--- src/rtl/program_memory_loader_pkg.sv ---
// program_memory_loader_pkg: shared state encoding and byte/word geometry
package program_memory_loader_pkg;
    typedef enum logic [2:0] {IDLE, HEADER, RECEIVE, WRITE, DONE} state_t;
    localparam int BYTES_PER_WORD = 4;
    localparam int ADDRESS_STEP = 4;
    localparam int BYTE_WIDTH = 8;
    localparam int WORD_WIDTH = BYTES_PER_WORD * BYTE_WIDTH;
endpackage

--- src/rtl/program_memory_loader_word_assembler.sv ---
// word_assembler: big-endian shift register collecting four bytes into one word
module word_assembler
    import program_memory_loader_pkg::*;
(
    input  logic                  clk,
    input  logic                  reset,
    input  logic                  clear,
    input  logic                  shift,
    input  logic [BYTE_WIDTH-1:0] byte_data,
    output logic [WORD_WIDTH-1:0] word,
    output logic                  word_full
);
    logic [1:0] count;
    // first byte ends up in the top byte lane after four shifts
    always_ff @(posedge clk) begin
        if (reset || clear) begin
            word <= '0;
            count <= '0;
        end else if (shift) begin
            word <= {word[WORD_WIDTH-BYTE_WIDTH-1:0], byte_data};
            count <= count + 2'd1;
        end
    end
    assign word_full = shift && count == 2'(BYTES_PER_WORD - 1);
endmodule

--- src/rtl/program_memory_loader.sv ---
// program_memory_loader: receives a counted byte stream and writes it to program memory word by word
module program_memory_loader
    import program_memory_loader_pkg::*;
#(
    parameter int MEMORY_DEPTH = 32,
    parameter int DATA_WIDTH = 32
) (
    input  logic                  clk,
    input  logic                  reset,
    input  logic                  start,
    input  logic                  byte_valid,
    input  logic [7:0]            byte_data,
    output logic                  byte_ready,
    output logic                  mem_write_enable,
    output logic [DATA_WIDTH-1:0] mem_address,
    output logic [DATA_WIDTH-1:0] mem_write_data,
    output logic                  busy,
    output logic                  done,
    output logic                  error
);
    localparam int CW = $clog2(MEMORY_DEPTH) + 1;
    state_t state, next_state;
    logic [CW-1:0] word_count, target;
    logic [DATA_WIDTH-1:0] address;
    logic [WORD_WIDTH-1:0] word;
    logic error_flag, transfer, start_session, header_ok, shift, word_full;
    assign transfer = byte_valid && byte_ready;
    assign start_session = start && (state == IDLE || state == DONE);
    assign header_ok = byte_data != 8'd0 && 32'(byte_data) <= MEMORY_DEPTH;
    assign shift = state == RECEIVE && transfer;
    assign mem_address = address;
    assign mem_write_data = DATA_WIDTH'(word);

    word_assembler u_word_assembler (
        .clk       (clk),
        .reset     (reset),
        .clear     (start_session),
        .shift     (shift),
        .byte_data (byte_data),
        .word      (word),
        .word_full (word_full)
    );

    // state register
    always_ff @(posedge clk) begin
        if (reset) state <= IDLE;
        else state <= next_state;
    end

    // next-state: byte_valid gaps simply hold the current state
    always_comb begin
        next_state = state;
        case (state)
            IDLE:    if (start) next_state = HEADER;
            HEADER:  if (transfer) next_state = header_ok ? RECEIVE : DONE;
            RECEIVE: if (word_full) next_state = WRITE;
            WRITE:   next_state = (word_count + CW'(1) == target) ? DONE : RECEIVE;
            DONE:    if (start) next_state = HEADER;
            default: next_state = IDLE;
        endcase
    end

    // word count, target length, write address and rejection flag
    always_ff @(posedge clk) begin
        if (reset) begin
            word_count <= '0;
            target <= '0;
            address <= '0;
            error_flag <= 1'b0;
        end else begin
            if (start_session) begin
                word_count <= '0;
                address <= '0;
                error_flag <= 1'b0;
            end
            if (state == HEADER && transfer) begin
                target <= CW'(byte_data);
                error_flag <= !header_ok;
                address <= '0;
            end
            if (state == WRITE) begin
                word_count <= word_count + CW'(1);
                address <= address + DATA_WIDTH'(ADDRESS_STEP);
            end
        end
    end

    // outputs decoded from the current state
    always_comb begin
        byte_ready = state == HEADER || state == RECEIVE;
        mem_write_enable = state == WRITE;
        busy = state == HEADER || state == RECEIVE || state == WRITE;
        done = state == DONE;
        error = state == DONE && error_flag;
    end
endmodule

--- config.mk ---
export PLATFORM = sky130hd
export DESIGN_NAME = program_memory_loader
export DESIGN_NICKNAME = d
export VERILOG_FILES = /design/src/rtl/program_memory_loader_pkg.sv /design/src/rtl/program_memory_loader_word_assembler.sv /design/src/rtl/program_memory_loader.sv
export SDC_FILE = /design/constraint.sdc
export NUM_CORES = 1
export LEC_CHECK = 0
export BUFFER_PORTS_ARGS = -buffer_cell sky130_fd_sc_hd__buf_4
export CELL_PAD_IN_SITES_DETAIL_PLACEMENT = 1
export CELL_PAD_IN_SITES_GLOBAL_PLACEMENT = 2
export CORE_MARGIN = 4
export CORE_UTILIZATION = 29
export CTS_CLUSTER_DIAMETER = 80
export DETAILED_ROUTE_END_ITERATION = 12
export GPL_ROUTABILITY_DRIVEN = 1
export HOLD_SLACK_MARGIN = 0.03
export PLACE_DENSITY_LB_ADDON = 0.05
export REMOVE_ABC_BUFFERS = 1
export SETUP_SLACK_MARGIN = 0.05
export SYNTH_ARGS = -nofsm -noshare
export SYNTH_HDL_FRONTEND = slang
export SYNTH_HIERARCHICAL = 1
export SYNTH_SLANG_ARGS = --single-unit
--- constraint.sdc ---
create_clock -name clk -period 2.25 [get_ports clk]
set_input_delay 0.45 -clock clk [delete_from_list [all_inputs] [get_ports clk]]
set_output_delay 0.45 -clock clk [all_outputs]
set_load 0.005 [all_outputs]
After elaboration in Yosys (flattened, before gate mapping) --
Cells that the tools add are included.
Operators by class: add/subtract/negate cells 3, $lt $le $gt $ge 1, eq/ne operators 9, mux-type cells 13, reduce and logical (&&, ||, !) cells 19
Operator list (number):
- $mux 32 | 3
- $add 32x3->32 const B | 1
- $mux 3 | 5
- $mux 6 | 2
- $pmux 3 s4 | 1
- $le 8x6->1 const B | 1
- $reduce_bool 8->1 | 1
- $logic_and 1x1->1 | 7
- $add 6x1->6 const B | 1
- $eq 3x2->1 const B | 2
- $eq 6x6->1 | 1
- $logic_or 1x1->1 | 4
- $ne 2x1->1 const B | 2
- $reduce_bool 2->1 | 2
- $eq 3x1->1 const B | 1
- $eq 3x3->1 const B | 1
- $logic_not 3->1 | 1
- $reduce_and 3->1 | 1
- $reduce_bool 3->1 | 1
- $add 2x1->2 const B | 1
- $eq 2x2->1 const B | 1
- $mux 1 | 2
- $ne 2x2->1 const B | 1
- $reduce_or 2->1 | 1
- $logic_not 1->1 | 1
Storage, ports and cells: flip-flop bits (word level) 82, bits of input ports 12, output and inout port bits 69, logic and storage cells 52

Logic depth before layout (Yosys ltp) --
depth in word-level cells 7, depth in mapped cells 13

Hierarchy --
The synthesis kept the hierarchy.
By module, submodules not included:
- program_memory_loader | times used 1, cells each 299, area each 2382.3 µm²
- word_assembler | times used 1, cells each 113, area each 1276.2 µm²

Least setup slack after synthesis --
OpenSTA, ideal clock, no wires.
path type register to register, from register state[1], to register state[1], data arrival time 2037 ps, path slack 139 ps, cell stages (with the launch flop) 13, path buffers 3, cells stage by stage dfxtp_1 clkbuf_1 nand2_1 nor2_1 and2_1 buf_6 buf_6 and2_1 o21ai_0 a21o_1 a21oi_1 nand2_1 o21ai_0
On the way: word-level cells in the longest chain between the ends 7, elaborated cells on any way between the ends 15, those cells by class 7 x eq/ne; 1 x mux; 7 x reduce/logical
Ends and longest elaborated chain:
- from (decl) | line program_memory_loader.sv:22 | state_t state, next_state;
- from (signal assigned) | line program_memory_loader.sv:47 | else state <= next_state;
- $eq 3x1->1 or $eq 3x2->1 (tied branches) | line program_memory_loader.sv:90, program_memory_loader.sv:30
- $logic_or 1x1->1 | line program_memory_loader.sv:90 | byte_ready = state == HEADER || state == RECEIVE;
- $logic_and 1x1->1 | line program_memory_loader.sv:27 | assign transfer = byte_valid && byte_ready;
- $logic_and 1x1->1 (*) | line program_memory_loader.sv:30 | assign shift = state == RECEIVE && transfer;
- via shift | line program_memory_loader.sv:26 | logic error_flag, transfer, start_session, header_ok, shift, word_full;
- $logic_and 1x1->1 (*) | line program_memory_loader_word_assembler.sv:24 | assign word_full = shift && count == 2'(BYTES_PER_WORD - 1);
- via word_full | line program_memory_loader.sv:26
- $ne 2x1->1 (no source line) (*)
- $reduce_and 3->1 (no source line) (*)
Mark *: on every way through the listed nets, which the timed path passes. The rest lies on a longest branch. A chain may end at the register's enable or synchronous reset.

Worst setup path after layout --
from register address[16], in the netlist mem_address[16], to register address[24], in the netlist mem_address[24]
On the way: word-level cells in the longest chain between the ends 2
Ends and longest elaborated chain:
- from (decl) | line program_memory_loader.sv:24 | logic [DATA_WIDTH-1:0] address;
- from (signal assigned) | line program_memory_loader.sv:83 | address <= address + DATA_WIDTH'(ADDRESS_STEP);
- $add 32x3->32 | line program_memory_loader.sv:83
- $mux 32 | line program_memory_loader.sv:81 | if (state == WRITE) begin
Every way passes these cells.

==> impl_metrics.yaml <==
outcome:
  status: "completed"
drt:
  wl_per_cell_um: 14.4
  drc: 0
  drt-initial-drc-count: 142
  num_vias: 3228
  routed_wl_um: 9760
  drt_first_pass_iters: 4
  antenna_left: 0
  viasPerCell: 4.78
flow_run:
  cap_violations: 0
timing:
  finalSetupViolCount: 0
  fmax_mhz: 490
  hold_violations: 0
  rsz0062_at_grt: "no"
  relSlewSlack: 0.583
  finalWorstSetupSlack_ps: 211
  slew_viol_final: 0
  finClkSkew_ps: 7.63
  period_share: 0.906
  tightest_slew_ps: 618
  period_minus_slack_ps: 2040
global_route:
  grtUsageTotal: 0.139
  grt_pass1_wl_um: 16100
  grt_pass1_vias: 3293
  antenna_found_initial: 0
  grt_overflow_total: 0
  grt_max_degree: 35
critical_path:
  arrival_ps: 2310
  start_kind: "flip-flop"
  crit_path_end_kind: "flip-flop"
  criticalPathCategory: "flip-flop to flip-flop"
  crit_required_ps: 2520
  crit_fanout: 10
clock_network:
  clock-sinks: 80
  clkLatencyLatePin_ps: 340
  cts.repair.resized: 0
  clockBufferDepth: 2
  cts_tree: "yes"
  htreeDepth: 3
  postCtsHoldBufs: 0
  cts_inserted_buffers: 9
  clockRootBuffer: "clkbuf_16"
  post_cts_buffers: 0
  clk_transition_reported_paths_ps: 60
logic_synthesis:
  yosysSeqAreaShare: 0.438
  yosys_most_used_dff: "dfxtp_1"
  ys_ff_latch: 80
  synth_cell_types: 54
  synth_area_sq_mm: 0.00366
  ys_warn_count: 6
  synth_cells: 412
  synth_edf_count: 0
  async_reset_ff_frac: 0
  postSynthAreaPerCell_sq_um: 8.88
layout:
  final_area_sq_mm: 0.00478
  synthToLayoutAreaGrowth_pct: 30.8
  antennaDiodeCount: 0
  layout_common_cells: "101 x buf_4, 79 x dfxtp_1, 71 x nor2_1, 33 x mux2i_1, 28 x a21oi_1"
  drive_gt1_frac: 0.262
  fin_util: 0.393
  final_cells: 676
  nNetsFinal: 518
  final_common_cell: "buf_4"
floorplanning:
  die_h_um: 120
  io_pins: 81
  die_x_um: 120
  core_sq_mm: 0.0122
  num_rows: 40
  initial_utilization: 0.301
  die_area_sq_mm: 0.0145
pwr:
  ir_drop_v: 0.000370
  finalPower_mw: 3.09
  power.leakage_nw: 1.80
  power.density_mw_per_mm2: 645
placement:
  place_congestion: 0.710
  postPlaceCellArea_sq_mm: 0.00448
  post-place-ws_ps: -16.1
  dp_hpwl_um: 7220
  portBuffers: 78
  dp.cells: 660
worst_hold_path:
  hold_path_class: "primary input to flip-flop"
final timing paths:
path	startpoint	endpoint	slack, ps	cells after the start
worst max-delay path	mem_address[16]	mem_address[24]	210	6
worst max register to register	mem_address[16]	mem_address[24]	210	6
worst min register to register	target[1]	target[1]	480	2
worst min-delay path	byte_data[1]	u_word_assembler/word[1]	370	3
logic make-up (layout without fill, tap and decap cells):
kind of cell             after synthesis  in the layout  share of synthesized area
AND/OR/NAND/NOR                      177            177                      0.248
flip-flops                            80             80                      0.438
AO/OA/AOI/OAI                         63             63                     0.0988
multiplexers                          34             34                     0.0934
buffers and inverters                 31            126                     0.0554
XOR/XNOR                              23             23                     0.0551
adder cells (fa/ha/maj)                3              3                     0.0103
other                                  1              2                    0.00103
sequential cells by signal, summed over array words and instances, names as in the netlist:
name,count
u_word_assembler/word,32
mem_address,30
target,6
word_count,6
state,3
u_word_assembler/count,2
error_flag,1
stage by stage:
step / hold WS (ps) / setup TNS (ps)
2_1_floorplan: 437 / -5730
3_3_place_gp: 467 / 0
3_5_place_dp: 479 / -21.1
4_1_cts: 346 / 0
5_1_grt: 373 / 0
6_report: 368 / 0
layer usage:
metal	routed length, um	vias up	GRT usage
met4	98	0	0.0382
li1	-	1611	-
met3	592	9	0.0561
met2	4890	50	0.249
met1	4180	1558	0.152
met5	0	-	0
cells in the mapped netlist (8+ instances only):
| cell | instances | area (sq um) |
|---|---|---|
| dfxtp_1 | 80 | 1600 |
| nand2_1 | 23 | 86.3 |
| xnor2_1 | 16 | 140 |
| nand4_1 | 10 | 62.6 |
| nor3_1 | 8 | 40.0 |
| nand3_1 | 12 | 60.1 |
| o21ai_0 | 20 | 100 |
| or3_1 | 13 | 81.3 |
| a21oi_1 | 28 | 140 |
| mux2i_1 | 33 | 330 |
| nor2_1 | 71 | 267 |
cell type report:
type,count,area (sq um)
fillers,1469,7380
multi-input cells,302,1860
flip-flops and latches,80,1600
repair buffers,102,778
clock buffers,11,243
well taps,168,210
clock inverters,5,56.3
inverters,8,30.0
critical path, stage by stage (launching register included):
cell	delay, ps
dfxtp_1	380
nand4_1	160
or4_4	550
nand4bb_1	210
buf_4	180
or3_1	350
a21oi_1	140
power by group:
group	leakage, nW	switching (mW)	internal, mW
clock	0.145	0.584	0.888
combinational	1.01	0.108	0.0725
sequential	0.645	0.0110	1.43
(Power assumes the default switching activity.)
